**src/rtl/res_token_emitter.sv**
```systemverilog
// Result-bundle to router-token serialiser: a small bundle FIFO feeding a
// three-state emitter that sends zero, one or two tokens per bundle.
module res_token_emitter #(
  parameter int DEPTH  = 2,
  parameter int DATA_W = 32,
  parameter int GEN_W  = 12,
  parameter int NODE_W = 16
) (
  input  logic              clk,
  input  logic              rst_n,
  input  logic              in_valid_i,
  output logic              in_ready_o,
  input  logic [DATA_W-1:0] opr0_i,
  input  logic [GEN_W-1:0]  gen_i,
  input  logic              t_next_lr_i,
  input  logic              t_next_uni_opr_i,
  input  logic [NODE_W-1:0] t_next_node_i,
  input  logic              f_next_lr_i,
  input  logic              f_next_uni_opr_i,
  input  logic [NODE_W-1:0] f_next_node_i,
  input  logic              cp_i,
  input  logic              terminate_i,
  input  logic              pe_out_i,
  input  logic [2:0]        pe_num_i,
  output logic              tok_valid_o,
  input  logic              tok_ready_i,
  output logic [DATA_W-1:0] tok_data_o,
  output logic [GEN_W-1:0]  tok_gen_o,
  output logic [NODE_W-1:0] tok_node_o,
  output logic              tok_lr_o,
  output logic              tok_uni_opr_o,
  output logic              tok_pe_out_o,
  output logic [2:0]        tok_pe_num_o,
  output logic              term_o,
  output logic              busy_o,
  output logic [15:0]       tok_cnt_o
);

  localparam int AW = (DEPTH > 1) ? $clog2(DEPTH) : 1;
  localparam logic [AW:0] FULL_CNT = (AW+1)'(DEPTH);

  typedef struct packed {
    logic [DATA_W-1:0] opr0;
    logic [GEN_W-1:0]  gen;
    logic              t_lr;
    logic              t_uni;
    logic [NODE_W-1:0] t_node;
    logic              f_lr;
    logic              f_uni;
    logic [NODE_W-1:0] f_node;
    logic              cp;
    logic              term;
    logic              pe_out;
    logic [2:0]        pe_num;
  } bundle_t;

  typedef enum logic [1:0] {IDLE, EMIT_T, EMIT_F} state_t;

  // Token port: tok_valid_o stays high with all fields frozen until
  // tok_valid_o && tok_ready_i is seen on a rising edge; only then may it move.
  bundle_t           r_mem [DEPTH];
  logic [AW-1:0]     r_wr_ptr;
  logic [AW-1:0]     r_rd_ptr;
  logic [AW:0]       r_count;

  state_t            r_state;
  logic              r_tok_valid;
  logic [DATA_W-1:0] r_tok_data;
  logic [GEN_W-1:0]  r_tok_gen;
  logic [NODE_W-1:0] r_tok_node;
  logic              r_tok_lr;
  logic              r_tok_uni;
  logic              r_tok_pe_out;
  logic [2:0]        r_tok_pe_num;
  logic              r_cp;
  logic [NODE_W-1:0] r_f_node;
  logic              r_f_lr;
  logic              r_f_uni;
  logic              r_term;
  logic [15:0]       r_tok_cnt;

  bundle_t w_in_bundle;
  bundle_t w_head;
  logic    w_full;
  logic    w_empty;
  logic    w_push;
  logic    w_pop;
  logic    w_hs;
  logic    w_to_f;
  logic    w_advance;

  always_comb begin
    w_in_bundle        = '0;
    w_in_bundle.opr0   = opr0_i;
    w_in_bundle.gen    = gen_i;
    w_in_bundle.t_lr   = t_next_lr_i;
    w_in_bundle.t_uni  = t_next_uni_opr_i;
    w_in_bundle.t_node = t_next_node_i;
    w_in_bundle.f_lr   = f_next_lr_i;
    w_in_bundle.f_uni  = f_next_uni_opr_i;
    w_in_bundle.f_node = f_next_node_i;
    w_in_bundle.cp     = cp_i;
    w_in_bundle.term   = terminate_i;
    w_in_bundle.pe_out = pe_out_i;
    w_in_bundle.pe_num = pe_num_i;
  end

  assign w_head  = r_mem[r_rd_ptr];
  assign w_full  = (r_count == FULL_CNT);
  assign w_empty = (r_count == '0);
  // Push is gated on the registered full flag, so a pop cannot open a slot
  // for the same cycle.
  assign w_push  = in_valid_i && !w_full;

  assign w_hs      = r_tok_valid && tok_ready_i;
  assign w_to_f    = (r_state == EMIT_T) && r_cp && w_hs;
  assign w_advance = (r_state == IDLE) || (w_hs && !w_to_f);
  assign w_pop     = w_advance && !w_empty;

  always_ff @(posedge clk) begin
    if (w_push) r_mem[r_wr_ptr] <= w_in_bundle;
  end

  always_ff @(posedge clk or negedge rst_n) begin
    if (!rst_n) begin
      r_wr_ptr <= '0;
      r_rd_ptr <= '0;
      r_count  <= '0;
    end else begin
      if (w_push) r_wr_ptr <= r_wr_ptr + AW'(1);
      if (w_pop)  r_rd_ptr <= r_rd_ptr + AW'(1);
      case ({w_push, w_pop})
        2'b10:   r_count <= r_count + (AW+1)'(1);
        2'b01:   r_count <= r_count - (AW+1)'(1);
        default: r_count <= r_count;
      endcase
    end
  end

  always_ff @(posedge clk or negedge rst_n) begin
    if (!rst_n) begin
      r_state      <= IDLE;
      r_tok_valid  <= 1'b0;
      r_tok_data   <= '0;
      r_tok_gen    <= '0;
      r_tok_node   <= '0;
      r_tok_lr     <= 1'b0;
      r_tok_uni    <= 1'b0;
      r_tok_pe_out <= 1'b0;
      r_tok_pe_num <= '0;
      r_cp         <= 1'b0;
      r_f_node     <= '0;
      r_f_lr       <= 1'b0;
      r_f_uni      <= 1'b0;
      r_term       <= 1'b0;
      r_tok_cnt    <= '0;
    end else begin
      r_term <= 1'b0;
      if (w_hs) r_tok_cnt <= r_tok_cnt + 16'd1;
      if (w_to_f) begin
        r_state    <= EMIT_F;
        r_tok_node <= r_f_node;
        r_tok_lr   <= r_f_lr;
        r_tok_uni  <= r_f_uni;
      end else if (w_advance) begin
        if (w_empty) begin
          r_state     <= IDLE;
          r_tok_valid <= 1'b0;
        end else if (w_head.term) begin
          // Terminate wins over copy: consume the bundle, pulse, emit nothing.
          r_term      <= 1'b1;
          r_state     <= IDLE;
          r_tok_valid <= 1'b0;
        end else begin
          r_state      <= EMIT_T;
          r_tok_valid  <= 1'b1;
          r_tok_data   <= w_head.opr0;
          r_tok_gen    <= w_head.gen;
          r_tok_node   <= w_head.t_node;
          r_tok_lr     <= w_head.t_lr;
          r_tok_uni    <= w_head.t_uni;
          r_tok_pe_out <= w_head.pe_out;
          r_tok_pe_num <= w_head.pe_num;
          r_cp         <= w_head.cp;
          r_f_node     <= w_head.f_node;
          r_f_lr       <= w_head.f_lr;
          r_f_uni      <= w_head.f_uni;
        end
      end
    end
  end

  assign in_ready_o    = !w_full;
  assign tok_valid_o   = r_tok_valid;
  assign tok_data_o    = r_tok_data;
  assign tok_gen_o     = r_tok_gen;
  assign tok_node_o    = r_tok_node;
  assign tok_lr_o      = r_tok_lr;
  assign tok_uni_opr_o = r_tok_uni;
  assign tok_pe_out_o  = r_tok_pe_out;
  assign tok_pe_num_o  = r_tok_pe_num;
  assign term_o        = r_term;
  assign busy_o        = !w_empty || (r_state != IDLE);
  assign tok_cnt_o     = r_tok_cnt;

endmodule

```
**config.mk**
```make
export PLATFORM = sky130hd
export DESIGN_NAME = res_token_emitter
export DESIGN_NICKNAME = d
export VERILOG_FILES = /design/src/rtl/res_token_emitter.sv
export SDC_FILE = /design/constraint.sdc
export NUM_CORES = 1
export LEC_CHECK = 0
export CAP_MARGIN = 20
export CORE_AREA = 10 10 254 135
export CTS_BUF_LIST = sky130_fd_sc_hd__clkbuf_16
export DETAILED_ROUTE_END_ITERATION = 10
export DIE_AREA = 0 0 264 145
export PLACE_DENSITY = 0.66
export SYNTH_ARGS = -nofsm -noshare
export SYNTH_HDL_FRONTEND = slang
export SYNTH_SLANG_ARGS = --single-unit
```
**constraint.sdc**
```tcl
create_clock -name clk -period 8.2 [get_ports clk]
set_input_delay 1.23 -clock clk [delete_from_list [all_inputs] [get_ports clk]]
set_output_delay 1.23 -clock clk [all_outputs]
set_load 0.05 [all_outputs]
```
**Yosys cells after proc, flatten, opt, wreduce, memory -nomap -nowiden**

Memory sizes are Yosys's and may differ from the RTL's.
Cells that the tools add are included.

- Register bits after elaboration: 109
- Bits in writable memories: 172
- Input port bits: 90
- Output and inout bits: 86
- Word-level logic and storage cells: 77
- Memories kept: 1

Memory list:

| memory | depth | bits a word | rd ports | clocked after Yosys merged registers in | write ports | line | source |
|---|---|---|---|---|---|---|---|
| r_mem | 2 | 86 | 1 | 0 | 1 | 61 | `bundle_t r_mem [DEPTH];` |

- Add/sub/neg operators: 5
- Eq/ne operators: 6
- Muxes and demuxes: 25
- Bitwise operators: 3
- Reductions and logical operators: 19

Operator list:

| cell | count |
|---|---|
| 2-to-1 mux 16 bit | 4 |
| 2-to-1 mux 1 bit | 18 |
| adder 16 x 1 -> 16 bit (second input constant) | 1 |
| logical AND 1 bit | 6 |
| nonzero test 2 bit | 3 |
| equality test 2 x 1 -> 1 bit (second input constant) | 2 |
| equality test 2 bit (second input constant) | 2 |
| logical NOT 2 bit | 2 |
| 2-to-1 mux 2 bit | 2 |
| != test 2 x 1 -> 1 bit (second input constant) | 2 |
| case mux 2 bit (2 select lines) | 1 |
| AND reduction 4 bit | 1 |
| logical NOT 1 bit | 3 |
| inverter 1 bit | 3 |
| AND reduction 3 bit | 1 |
| adder 1 bit (second input constant) | 2 |
| adder 2 x 1 -> 2 bit (second input constant) | 1 |
| logical OR 1 bit | 2 |
| AND reduction 2 bit | 1 |
| subtractor 2 x 1 -> 2 bit (second input constant) | 1 |

**Longest topological paths before layout**

Gate-level depths: netlist of run 1.

- Depth after elaboration: 9
- Depth in mapped cells: 7
- Depth with buffers taken out: 6

**Worst setup path after synthesis of run 1**

OpenSTA, ideal clock, no wires.

- Path kind: input to register
- Start point: in in_valid_i
- End point: mem r_mem[0][0] in the netlist's numbering, enable pin
- Setup time: 0.532 ns
- Arrival time: 4.934 ns
- Required time: 7.668 ns
- Slack: 2.734 ns
- Cell stages on the path: 2
- Path buffers: 0
- Path through: nand2_1 > nor2_1

- Longest elaborated chain between the ends: 3

Ends and longest elaborated chain:

| item | line | source |
|---|---|---|
| from (decl) | 11 | `input logic in_valid_i,` |
| logical AND 1 bit | 113 | `assign w_push = in_valid_i && !w_full;` |
| 2-to-1 mux 1 bit | 121 | `if (w_push) r_mem[r_wr_ptr] <= w_in_bundle;` |
| 2-to-1 mux 1 bit (implied by the code) | 121 |  |
| to (decl) | 61 |  |

No other way between the ends.

**Worst setup path in the final report of run 1**

- Start point: reg r_count[0]
- End point: out busy_o

- Longest elaborated chain between the ends: 3

Ends and longest elaborated chain:

| item | line | source |
|---|---|---|
| from (decl) | 64 | `logic [AW:0] r_count;` |
| from (signal assigned) | 133 | `2'b10: r_count <= r_count + (AW+1)'(1);` |
| from (signal assigned) | 134 | `2'b01: r_count <= r_count - (AW+1)'(1);` |
| from (signal assigned) | 135 | `default: r_count <= r_count;` |
| logical NOT 2 bit | 110 | `assign w_empty = (r_count == '0);` |
| logical NOT 1 bit | 203 | `assign busy_o = !w_empty \|\| (r_state != IDLE);` |
| logical OR 1 bit | 203 |  |
| to (decl) | 35 | `output logic busy_o,` |

No other way between the ends.

==> results of run 1 <==
==> state kept, by name (all words and copies together), names as in the netlist, 2 cells and up <==
signal        count
tok_gen_o        12
r_mem           172
r_count           2
r_f_node         16
tok_pe_num_o      3
tok_node_o       16
tok_cnt_o        16
r_state           2
tok_data_o       32
==> metal layers <==
layer / share of wire / routed length (um) / vias to the layer above
li1: - / - / 2842
met3: 0.060 / 1410 / 34
met1: 0.46 / 10800 / 2926
met2: 0.46 / 10900 / 118
met4: 0.019 / 454 / 0
met5: 0 / 0 / -
==> area by class of cell <==
class | instances | area, um2 | share of cell area
sequential | 281 | 7900 | 0.588
multi-input combinational | 365 | 2310 | 0.172
inverter | 1 | 3.75 | 0.000280
timing repair buffer | 183 | 1810 | 0.135
antenna | 1 | 2.50 | 0.000186
clock buffer | 27 | 676 | 0.0503
tap | 399 | 499 | 0.0372
clock inverter | 21 | 221 | 0.0165
==> final timing paths <==
check                      cells past startpoint             end           from  slack (ns)
hold / removal                                 1   tok_cnt_o[15]  tok_cnt_o[15]        0.47
setup / recovery                               3          busy_o     r_count[0]        4.70
hold reg to reg                                1   tok_cnt_o[15]  tok_cnt_o[15]        0.47
min in group asynchronous                      1  tok_node_o[11]          rst_n        0.71
setup reg to reg                               5   tok_node_o[2]       r_rd_ptr        5.37
max in group asynchronous                      2        r_rd_ptr          rst_n        6.09
==> synth_stat cells (2+ instances only) <==
cell type,n,area [um2]
and3_1,3,18.8
xnor2_1,14,123
ha_1,2,25.0
nor2b_1,18,113
dfrtp_1,109,2730
nor4_1,2,12.5
nor2_1,91,342
or3_1,2,12.5
nand4_1,4,25.0
nand2_1,28,105
buf_2,11,55.1
nand2b_1,2,12.5
clkbuf_1,17,63.8
a21oi_1,67,335
xor2_1,6,52.6
o31ai_1,18,135
buf_1,4,15.0
nand3_1,5,25.0
or2_2,2,12.5
and2_1,2,12.5
edfxtp_1,172,5160
nor3_1,4,20.0
a21o_1,2,15.0
a211oi_1,18,135
mux2i_1,67,671
==> logic make-up (layout without fill, tap and decap cells) <==
logic type	count (synthesis)	count (layout)	share of synthesized area
adder cells (fa/ha/maj)	2	2	0.00242
flip-flops	281	281	0.764
AO/OA/AOI/OAI	108	108	0.0620
XOR/XNOR	20	20	0.0170
other	0	1	0
buffers and inverters	34	232	0.0144
AND/OR/NAND/NOR	166	166	0.0724
multiplexers	69	69	0.0675
==> metrics by stage <==
stage | power, mW | worst slack [ns] | hold slack (ns) | utilization
after detailed placement | 4.28 | 4.70 | 0.470 | 0.420
final | 5.49 | 4.70 | 0.475 | 0.450
after global placement | 4.24 | 4.72 | 0.466 | 0.420
after CTS | 5.57 | 4.68 | 0.486 | 0.450
after global routing | 5.80 | 4.62 | 0.495 | 0.450
after floorplan | 3.58 | 2.73 | 0.449 | -
==> worst max-delay path: stages, from the launching register on <==
cell and delay (ns):
dfrtp_1 0.42, nor2_1 0.42, nand2_1 0.14, clkdlybuf4s50_1 0.74
==> power breakdown <==
group	total, mW	internal (mW)	switching (mW)
Combinational	1.97	0.683	1.29
Clock	1.28	0.752	0.524
Sequential	2.24	1.97	0.269
==> cell usage in the layout, fill, tap and decap left out, types with 2 or more instances in the layout <==
cell	n
a21oi_1	67
nand4_1	4
xor2_1	6
or3_1	2
clkbuf_16	27
or2_2	2
a211oi_1	18
nor2b_1	18
nand2b_1	2
o31ai_1	18
clkinv_1	3
nor3_1	3
and2_1	2
a21o_1	2
clkdlybuf4s50_1	174
ha_1	2
dfrtp_1	108
bufinv_16	5
nand3_1	5
inv_1	7
edfxtp_1	172
nor4_1	2
mux2i_1	67
nor2_1	89
xnor2_1	14
nand2_1	28
buf_4	9
nor2_4	2
and3_1	2
clkinv_2	6
==> summary by stage, run 1 <==
Finish
The filler-free cell count of the finished design is 1278. The cell area after layout is between 10000 and 15000 um2. The share of cells above drive strength 1 is 0.0661.

The filler cells instantiated in the layout total 2665. From synthesis to final layout, the design area changed by 29.9%. The number of nets in the final layout is 950.

Power
The total power per unit cell area is a little over 400 nW/um2. VDD sags by at most 0.000281 V. In this run the static leakage power is 4.96 nW.

Clock tree
The root buffer selected by CTS is clkbuf_16. CTS built an H-tree with a depth of 1. The clock reaches the later pin of the worst-skew pair after 0.54 ns. The post-CTS clock slew at the launch and capture registers of the worst setup and hold paths is 0.06 ns.

The number of gates resized after CTS was 0. The number of CTS-inserted buffers is 26. The maximum clock insertion buffer count is 3.

The CTS tree is done. The number of clock sinks is 281. Buffers added to address setup during post-CTS repair amount to 0. Buffers inserted to repair hold after CTS numbered 0.

Global routing
The number of global-route vias before repair came to just over 6000. For this run, global-route usage on met2 was measured as 0.191. The all-layer global routing usage is 0.119. After global routing the overflow that remains totals 0. The met1 layer usage reported by global route is 0.156. For this run, global-route usage on met3 was measured as 0.0373.

met2 is the most crowded layer. The wire length of the first global-routing pass is 36400 um. The pin count of the biggest net entering global routing is 76. The initial antenna violation count is 1.

Placement
The placed wire-length estimate is around 15000 um. The post-placement cell area is 12500 um2. The routability congestion estimate from global placement is 0.742.

The quantity of I/O buffers inserted on ports is 175. Counting tap cells, the placed design contains a total of about 1200 instances.

STA
The max-slew violation count was 0. Setup repair after global routing left no endpoint under its margin. Setup violations remaining at the end of the flow were counted as 0. Setup total negative slack on the finished layout was measured at 0 ns. The clock period minus final worst setup slack is 3.50 ns.

At the pin with the least slew margin, the transition time is 1.01 ns. In this run the tightest slew margin relative to its limit is 0.327. For the final database, setup skew stands at 0.0100 ns. The achievable frequency is between 0.2 and 0.3 GHz. The final cycle utilization of the critical path is 0.426. The number of endpoints with negative hold slack in the final report is 0.

Yosys
The post-synthesis cell type count is 35. The flip-flop and latch count after synthesis is 281. The share of the yosys chip area belonging to registers is 0.764.

A synthesized cell averages 15.2 um2. The predominant post-synthesis flop cell is edfxtp_1. The synthesized area is 10300 um2.

The number of cells produced by synthesis is 680. The number of enable flip-flop cells after synthesis is 172. Counting flops with an async set or reset pin after synthesis yields a share of 0.388. Yosys printed 0 warnings.

The post-synth net total is 772.

Detailed routing
The total wirelength of the detailed-routed design is about 24000 um. After detailed routing, the average wire length per cell comes to approximately 18 um. The residual antenna-violating net count after detailed routing is 0.

Detailed routing inserted a total of 5920 vias. Using the TritonRoute via totals, the vias-per-cell ratio works out to approximately 4.6. After detailed routing, the number of remaining DRC violations is 0. The first routing iteration left 288 violations. For this run, the detailed router's first-pass iteration total came to 4.

Floorplan
The initial core utilization is 0.346. The die is 145 um tall. The standard cell core area is 29800 um2. After floorplanning, the core was divided into 45 placement rows. The die covers 38300 um2. The floorplan die width is 264 um.

The I/O pin total is between 150 and 200.

Status
The run finished with clean final reports.

Min path
The path class of the lowest-slack min-delay path is reg2reg.

Worst setup path
The type of destination of the critical path is an output pin. The critical path is of the reg2out type. For the worst setup path, the data arrival time is roughly 2.3 ns. Along the worst path, the maximum fanout reaches 5. STA classifies the critical path startpoint as a flip-flop.

At the worst endpoint, the required time is 6.97 ns.

Flow run
Across the run, the number of max-cap violations was 0.
Note: power is estimated with default switching activity, not from simulation.
==> run 2: changes to the inputs <==
PLACE_DENSITY = 0.68   (was 0.66)
clock period = 2.8 ns   (was 8.2 ns; I/O delays follow)
==> summary by stage, run 2 (synthesis gave the netlist of run 1 again) <==
Status
The flow ran to the end, and the final reports show no timing, DRC or antenna violations.

Detailed routing
The total wirelength of the detailed-routed design is 23300 um (-1.2%). The post-route DRC violation count came to 0 (unchanged). The residual antenna-violating net count after detailed routing was 0 (unchanged). The detailed-router iteration count before antenna repair is 4 (unchanged). The total via count in the routed design came to 5941 (+0.35%). The wire length per cell was 18.1 um (-1.8%). The detailed router's first-iteration violation count is 267 (-7.3%).

The via-per-instance ratio is 4.62 (-0.27%).

Global routing
The initial antenna violation count is 2 (+1). The pin count of the biggest net entering global routing came to 125 (+64%). The all-layer global routing usage is 0.119 (about the same). The total congestion overflow after global routing is 0 (unchanged).

The number of global-route vias before repair was 6270 (+3.1%). The wire length of the first global-routing pass is 36700 um (+0.62%).

Finish
The flip-flop count of the largest register after layout is 172 (unchanged). The number of nets in the final layout was 957 (+0.74%). The combined flip-flop and latch cell area is 7900 um2 (unchanged). The area of the multi-input gates is 2310 um2 (+0.11%). The final cell utilization of the core is 0.454 (+0.00407). The most flop-heavy register is r_mem. The filler-free cell count of the finished design is 1286 (+0.63%). Leaving out fill and tap cells, the most frequent cells in the layout are clkdlybuf4s50_1, edfxtp_1, dfrtp_1.

Relative to the synthesized area, the layout overhead comes to 31.1%. The commonest non-fill, non-tap cell in the layout is clkdlybuf4s50_1. The filler cell count in the final layout came to 2636 (-1.1%). The cell area after layout came to 13500 um2 (+0.90%). The share of cells above drive strength 1 is 0.0689 (+0.00287).

Clock tree
The number of clock sinks is 281 (unchanged). TritonCTS built the clock tree. The number of H-tree levels came to 1 (unchanged). The maximum clock insertion buffer count is 3 (unchanged). The post-CTS setup buffer count is 0 (unchanged). The number of CTS-inserted buffers is 26 (unchanged). The root buffer selected by CTS is clkbuf_16.

The post-CTS clock slew at the launch and capture registers of the worst setup and hold paths is 0.06 ns (about the same). The hold buffer count at CTS is 1 (+1). The post-cts sizing count is 0 (unchanged). The worst-skew pair later-pin latency was 0.54 ns (about the same).

Worst setup path
The critical path data arrival time came to 2.22 ns (-0.05 ns). STA classifies the critical path endpoint as an output pin. The register-to-register setup slack is 0.80 ns (-4.57 ns). The biggest fanout along the worst timing path is 5 (unchanged).

The cell with the largest stage delay on the worst path is clkdlybuf4s50_1. The critical path goes through nor2_1, nand2_1, clkdlybuf4s50_1. The startpoint of the worst register-to-register path is r_rd_ptr. The critical path in this run is classified as reg2out.

The maximum cell stage delay along the critical path is 0.73 ns (about the same). The launching element type of the critical path is a flip-flop. The startpoint of the most critical setup path is r_count[0]. The required time of the critical path is 2.38 ns (-4.59 ns).

STA
Setup repair after global routing left no endpoint under its margin. The setup slack after layout is 0.158 ns (-4.55 ns). The slew at the pin closest to its max-slew limit is 0.716 ns (-0.293 ns).

The clock period minus final worst setup slack is 2.64 ns. The final clock skew came to 0.0174 ns (+0.00741 ns). The setup TNS after final layout was 0 ns (unchanged). Based on the critical path, the design can be clocked at up to 0.378 GHz. The worst-case headroom to the max-slew limit is 0.523 (+0.196). The number of endpoints with negative hold slack in the final report was 0 (unchanged).

The worst-case hold slack is 0.429 ns (-0.0461 ns). The max-slew violation count was 0 (unchanged). The number of failing setup endpoints in the final timing report was 0 (unchanged). Dividing the final minimum period by the clock period gives 0.944.

Placement
The routability congestion estimate from global placement is 0.734 (-1.1%). The placed wire-length estimate is 15500 um (+1.6%). The post-placement cell area is 12700 um2 (+1.1%).

The setup slack after placement is 0.324 ns (-4.38 ns). The post-placement cell count was 1235 (+0.49%). The quantity of I/O buffers inserted on ports is 175 (unchanged).

Power
The total power is 16.1 mW (+190%). The total power per unit cell area came to 1190 nW/um2 (+190%). The leakage component of the power is 5.01 nW (+0.96%). The peak supply drop was 0.000991 V (+250%).

Floorplan
The initial core utilization is 0.346 (unchanged). The floorplan die width is 264 um (unchanged). The standard cell core area came to 29800 um2 (unchanged). The I/O pin total was 176 (unchanged). The die boundary height is 145 um (unchanged). The die footprint is 38300 um2 (unchanged). The count of standard-cell rows is 45 (unchanged).

Min path
The worst hold path belongs to the class in2async.

Flow run
The number of max-cap violations is 0 (unchanged).
[run 2: cell count changes in the layout (fill, tap and decap cells not counted)]
| cell | change |
|---|---|
| nand2b_1 | -1 |
| bufinv_16 | -1 |
| nand2b_2 | +1 |
| clkinv_1 | +2 |
| inv_1 | +2 |
| clkinv_2 | -4 |
| buf_12 | +7 |
| diode_2 | +1 |
| inv_6 | +1 |
| dlygate4sd3_1 | +1 |
| buf_4 | -1 |
[run 2: final cells by class]
class	count	area share
sequential	281	0.583
multi-input combinational	365	0.171
timing repair buffer	190	0.144
clock buffer	27	0.0499
tap	399	0.0369
clock inverter	21	0.0144
antenna	2	0.000370
inverter	1	0.000277
[run 2: path summary, 6_finish.rpt]
check	to	cells past startpoint
min in group clk	r_mem[0][50]	1
hold reg to reg	tok_node_o[11]	2
setup / recovery	busy_o	3
max in group asynchronous	r_rd_ptr	3
setup reg to reg	r_f_node[13]	5
hold / removal	tok_node_o[11]	2
[run 2: worst max-delay path: cells and delay by family (launching register included)]
family        cells  cell delay (ns)
simple gates      2             0.55
buf+inv           1             0.73
flops             1             0.42
[run 2: routing by layer]
layer  vias up  wire [um]  global-route usage
met2       149      10400               0.186
li1       2858          -                   -
met3        39       1420              0.0348
met5         -          0                   0
met4         0        700              0.0355
met1      2895      10800               0.159
[run 2: report_power, final]
| group | leakage (nW) | internal, mW | total [mW] | switching [mW] |
|---|---|---|---|---|
| clock network | 0.452 | 2.11 | 3.59 | 1.49 |
| registers | 2.83 | 5.78 | 6.39 | 0.608 |
| logic | 1.73 | 2.11 | 6.07 | 3.96 |
==> run 3: changes to the inputs <==
ABC_AREA = 1   (was unset)
CORE_AREA = 10 10 261 138   (was 10 10 254 135)
DIE_AREA = 0 0 271 148   (was 0 0 264 145)
==> summary by stage, run 3 <==
Placement
The routability congestion estimate from global placement is 0.776 (+5.7%). The post-placement cell area is 13100 um2 (+3.7%). The quantity of I/O buffers inserted on ports is 175 (unchanged).

The setup slack after placement is 0.511 ns (+0.187 ns). The placed wire-length estimate was 17300 um (+11%).

Yosys
The predominant post-synthesis flop cell is edfxtp_1. The number of enable flip-flop cells after synthesis came to 172 (unchanged). The number of cells produced by synthesis is 1000 (+47%). The synthesized area divided by synthesized cell count was 10.9 um2 (-28%). The share of the synthesized area in the top cell type is 0.473 (-0.0268). Yosys instantiated no cell more often than nand2_1.

The flip-flop and latch count after synthesis came to 281 (unchanged). The proportion of synthesized flip-flops having asynchronous set or reset is 0.388 (unchanged). The share of the yosys chip area belonging to registers is 0.723 (-0.0409). Summed over all instances, the cell type with the most area after synthesis is edfxtp_1.

The yosys synthesis warning count is 0 (unchanged). The post-synthesis cell type count is 27 (-23%). The synthesized area is 10900 um2 (+5.7%).

Sorting the synthesized cells by how often they occur yields nand2_1, edfxtp_1, dfrtp_1, inv_1, o21ai_0. Yosys attributes the largest share of cell area to edfxtp_1, dfrtp_1, nand2_1, inv_1, o21ai_0. The post-synth net total was 1092 (+41%).

STA
The number of endpoints with negative hold slack in the final report was 0 (unchanged). The final clock skew is 0.0108 ns (-0.00657 ns). The setup slack after layout was 0.370 ns (+0.213 ns).

The max-slew violation count is 0 (unchanged). The achievable frequency was 0.412 GHz (+8.8%). Setup repair after global routing left no endpoint under its margin. The final cycle utilization of the critical path is 0.868 (-0.0760).

The worst-case hold slack came to 0.450 ns (+0.0210 ns). The clock period minus final worst setup slack was 2.43 ns (-0.213 ns). The worst-case headroom to the max-slew limit is 0.520 (-0.00244). The number of failing setup endpoints in the final timing report is 0 (unchanged). The slew at the pin closest to its max-slew limit is 0.720 ns (+0.00366 ns).

Clock tree
The root buffer selected by CTS is clkbuf_16. The number of CTS-inserted buffers is 27 (+3.8%). The worst-skew pair later-pin latency is 0.55 ns (about the same).

The number of clock sinks was 281 (unchanged). The post-cts sizing count was 0 (unchanged). The number of H-tree levels is 1 (unchanged).

The CTS tree is done. The post-CTS setup buffer count came to 0 (unchanged). The hold buffer count at CTS was 1 (unchanged).

The post-CTS clock slew at the launch and capture registers of the worst setup and hold paths is 0.07 ns (about the same). The maximum clock insertion buffer count is 3 (unchanged).

Floorplan
The floorplan die width is 271 um (+2.7%). The initial core utilization is 0.348 (+0.00179). The standard cell core area came to 31400 um2 (+5.1%). The I/O pin total is 176 (unchanged). The die boundary height came to 148 um (+2.1%). The die footprint is 40100 um2 (+4.8%). The count of standard-cell rows came to 46 (+2.2%).

Finish
The most flop-heavy register is r_mem. The flip-flop count of the largest register after layout was 172 (unchanged). The area added between synthesis and finish is 29.0%.

The number of nets in the final layout is 1269 (+33%). The cell area after layout came to 14100 um2 (+3.9%). The top cell types in the final layout, fill and taps aside, are nand2_1, clkdlybuf4s50_1, edfxtp_1. The commonest non-fill, non-tap cell in the layout is nand2_1. The final cell utilization of the core is 0.449 (-0.00505). The area of the multi-input gates is 2640 um2 (+14%). The share of cells above drive strength 1 is 0.0584 (-0.0105). The filler cell count in the final layout came to 2825 (+7.2%).

The combined flip-flop and latch cell area is 7890 um2 (about the same).

Worst setup path
The critical path data arrival time is 2.01 ns (-0.21 ns). The capturing instance or port of the critical path is busy_o. The required time of the critical path is 2.38 ns (about the same). STA classifies the critical path startpoint as a flip-flop. The register-to-register setup slack is 0.94 ns (+0.14 ns).

By startpoint and endpoint, the worst setup path is classified as reg2out. The count of cells along the worst register-to-register path is 8 (+3). The type of destination of the critical path is an output pin.

The biggest fanout along the worst timing path is 3 (-2). The endpoint of the worst register-to-register path is tok_data_o[8]. In this run the critical register-to-register path is launched from tok_valid_o. The startpoint of the most critical setup path is r_state[1].

Power
The design internal power is 6.74 mW (-33%). The share of total power in sequential cells is 0.526 (+0.128). The total power per unit cell area is 595 nW/um2 (-50%). The proportion of power drawn by the clock network was 0.453 (+0.229). The net load switching power is 1.64 mW (-73%). The part of the power in combinational logic was 0.022 (-0.356). The peak supply drop was 0.000486 V (-51%). The leakage component of the power is 5.99 nW (+20%).

The fraction of power spent switching nets is 0.195 (-0.182).

Flow run
The number of max-cap violations is 0 (unchanged).

Global routing
The global-route met3 utilization was 0.0205 (-0.0143). In this run the most used layer during global routing was met2. The met1 layer usage reported by global route is 0.143 (-0.0156).

The initial antenna violation count is 4 (+2). The number of global-route vias before repair came to 7344 (+17%). The met2 demand-to-capacity share in global routing is 0.243 (+0.0579). The wire length of the first global-routing pass is 41500 um (+13%).

The pin count of the biggest net entering global routing is 88 (-30%). The total congestion overflow after global routing came to 0 (unchanged). The all-layer global routing usage is 0.129 (+0.00935).

Detailed routing
The post-route DRC violation count is 0 (unchanged). The detailed router's first-iteration violation count came to 501 (+88%). The total wirelength of the detailed-routed design is 26500 um (+14%). The residual antenna-violating net count after detailed routing is 0 (unchanged).

The total via count in the routed design came to 7329 (+23%). The detailed-router iteration count before antenna repair is 5 (+1). The via-per-instance ratio is 4.49 (-2.9%). The wire length per cell is 16.2 um (-10%).

Min path
The path class of the lowest-slack min-delay path is in2async.

Status
The run finished with clean final reports.
==> run 3: kinds of logic (layout without fill, tap and decap cells) <==
kind of cell    Yosys count  count (layout)  synth area share
compound gates           47              47            0.0237
xor+xnor                 12              12           0.00963
fa+ha+maj                 2               2           0.00229
buf+inv                  82             280            0.0366
flops                   281             281             0.723
other cells               0               4                 0
simple gates            576             576             0.204
==> run 3: cell type report <==
cell class | instances | area share
Antenna cell | 4 | 0.000711
Clock buffer | 27 | 0.0480
Clock inverter | 23 | 0.0179
Inverter | 43 | 0.0115
Multi-Input combinational cell | 637 | 0.187
Sequential cell | 281 | 0.561
Tap cell | 432 | 0.0384
Timing Repair Buffer | 187 | 0.135
==> run 3: critical path, stage by stage (launching register included) <==
cell	delay [ns]
dfrtp_1	0.42
inv_1	0.09
nand4_1	0.10
clkdlybuf4s50_1	0.85
==> run 3: power groups by stage <==
stage                     Combinational [mW]  Sequential (mW)  Clock, mW
final                                  0.183             4.40       3.79
after global routing                   0.199             4.40       4.07
after CTS                              0.187             4.40       3.86
after detailed placement               0.185             4.49          0
after global placement                 0.178             4.49          0
after floorplan                    0.0000782             4.49          0
==> run 3: routing by layer <==
| layer | routed length [um] | vias to the layer above | part of all wire |
|---|---|---|---|
| met2 | 14600 | 134 | 0.55 |
| met1 | 10100 | 3579 | 0.38 |
| met4 | 770 | 0 | 0.029 |
| met5 | 0 | - | 0 |
| met3 | 925 | 47 | 0.035 |
| li1 | - | 3569 | - |
==> run 3: worst min path at each step <==
stage               slack, ns           from        endpoint
finish                   0.45          rst_n  tok_data_o[20]
global placement         0.46  tok_data_o[2]   tok_data_o[2]
floorplan                0.12          rst_n      r_count[0]
global route             0.43       gen_i[7]    r_mem[1][49]
detailed placement       0.46  tok_node_o[2]   tok_node_o[2]
CTS                      0.43       pe_out_i     r_mem[0][3]
==> run 3: per-stage QoR <==
stage | TNS, ns | std cells | power [mW]
2_1_floorplan | -158.07 | 1000 | 4.49
3_3_place_gp | 0 | 1579 | 4.67
3_5_place_dp | 0 | 1579 | 4.67
4_1_cts | 0 | 1630 | 8.46
5_1_grt | 0 | 1634 | 8.67
6_report | 0 | 1634 | 8.38
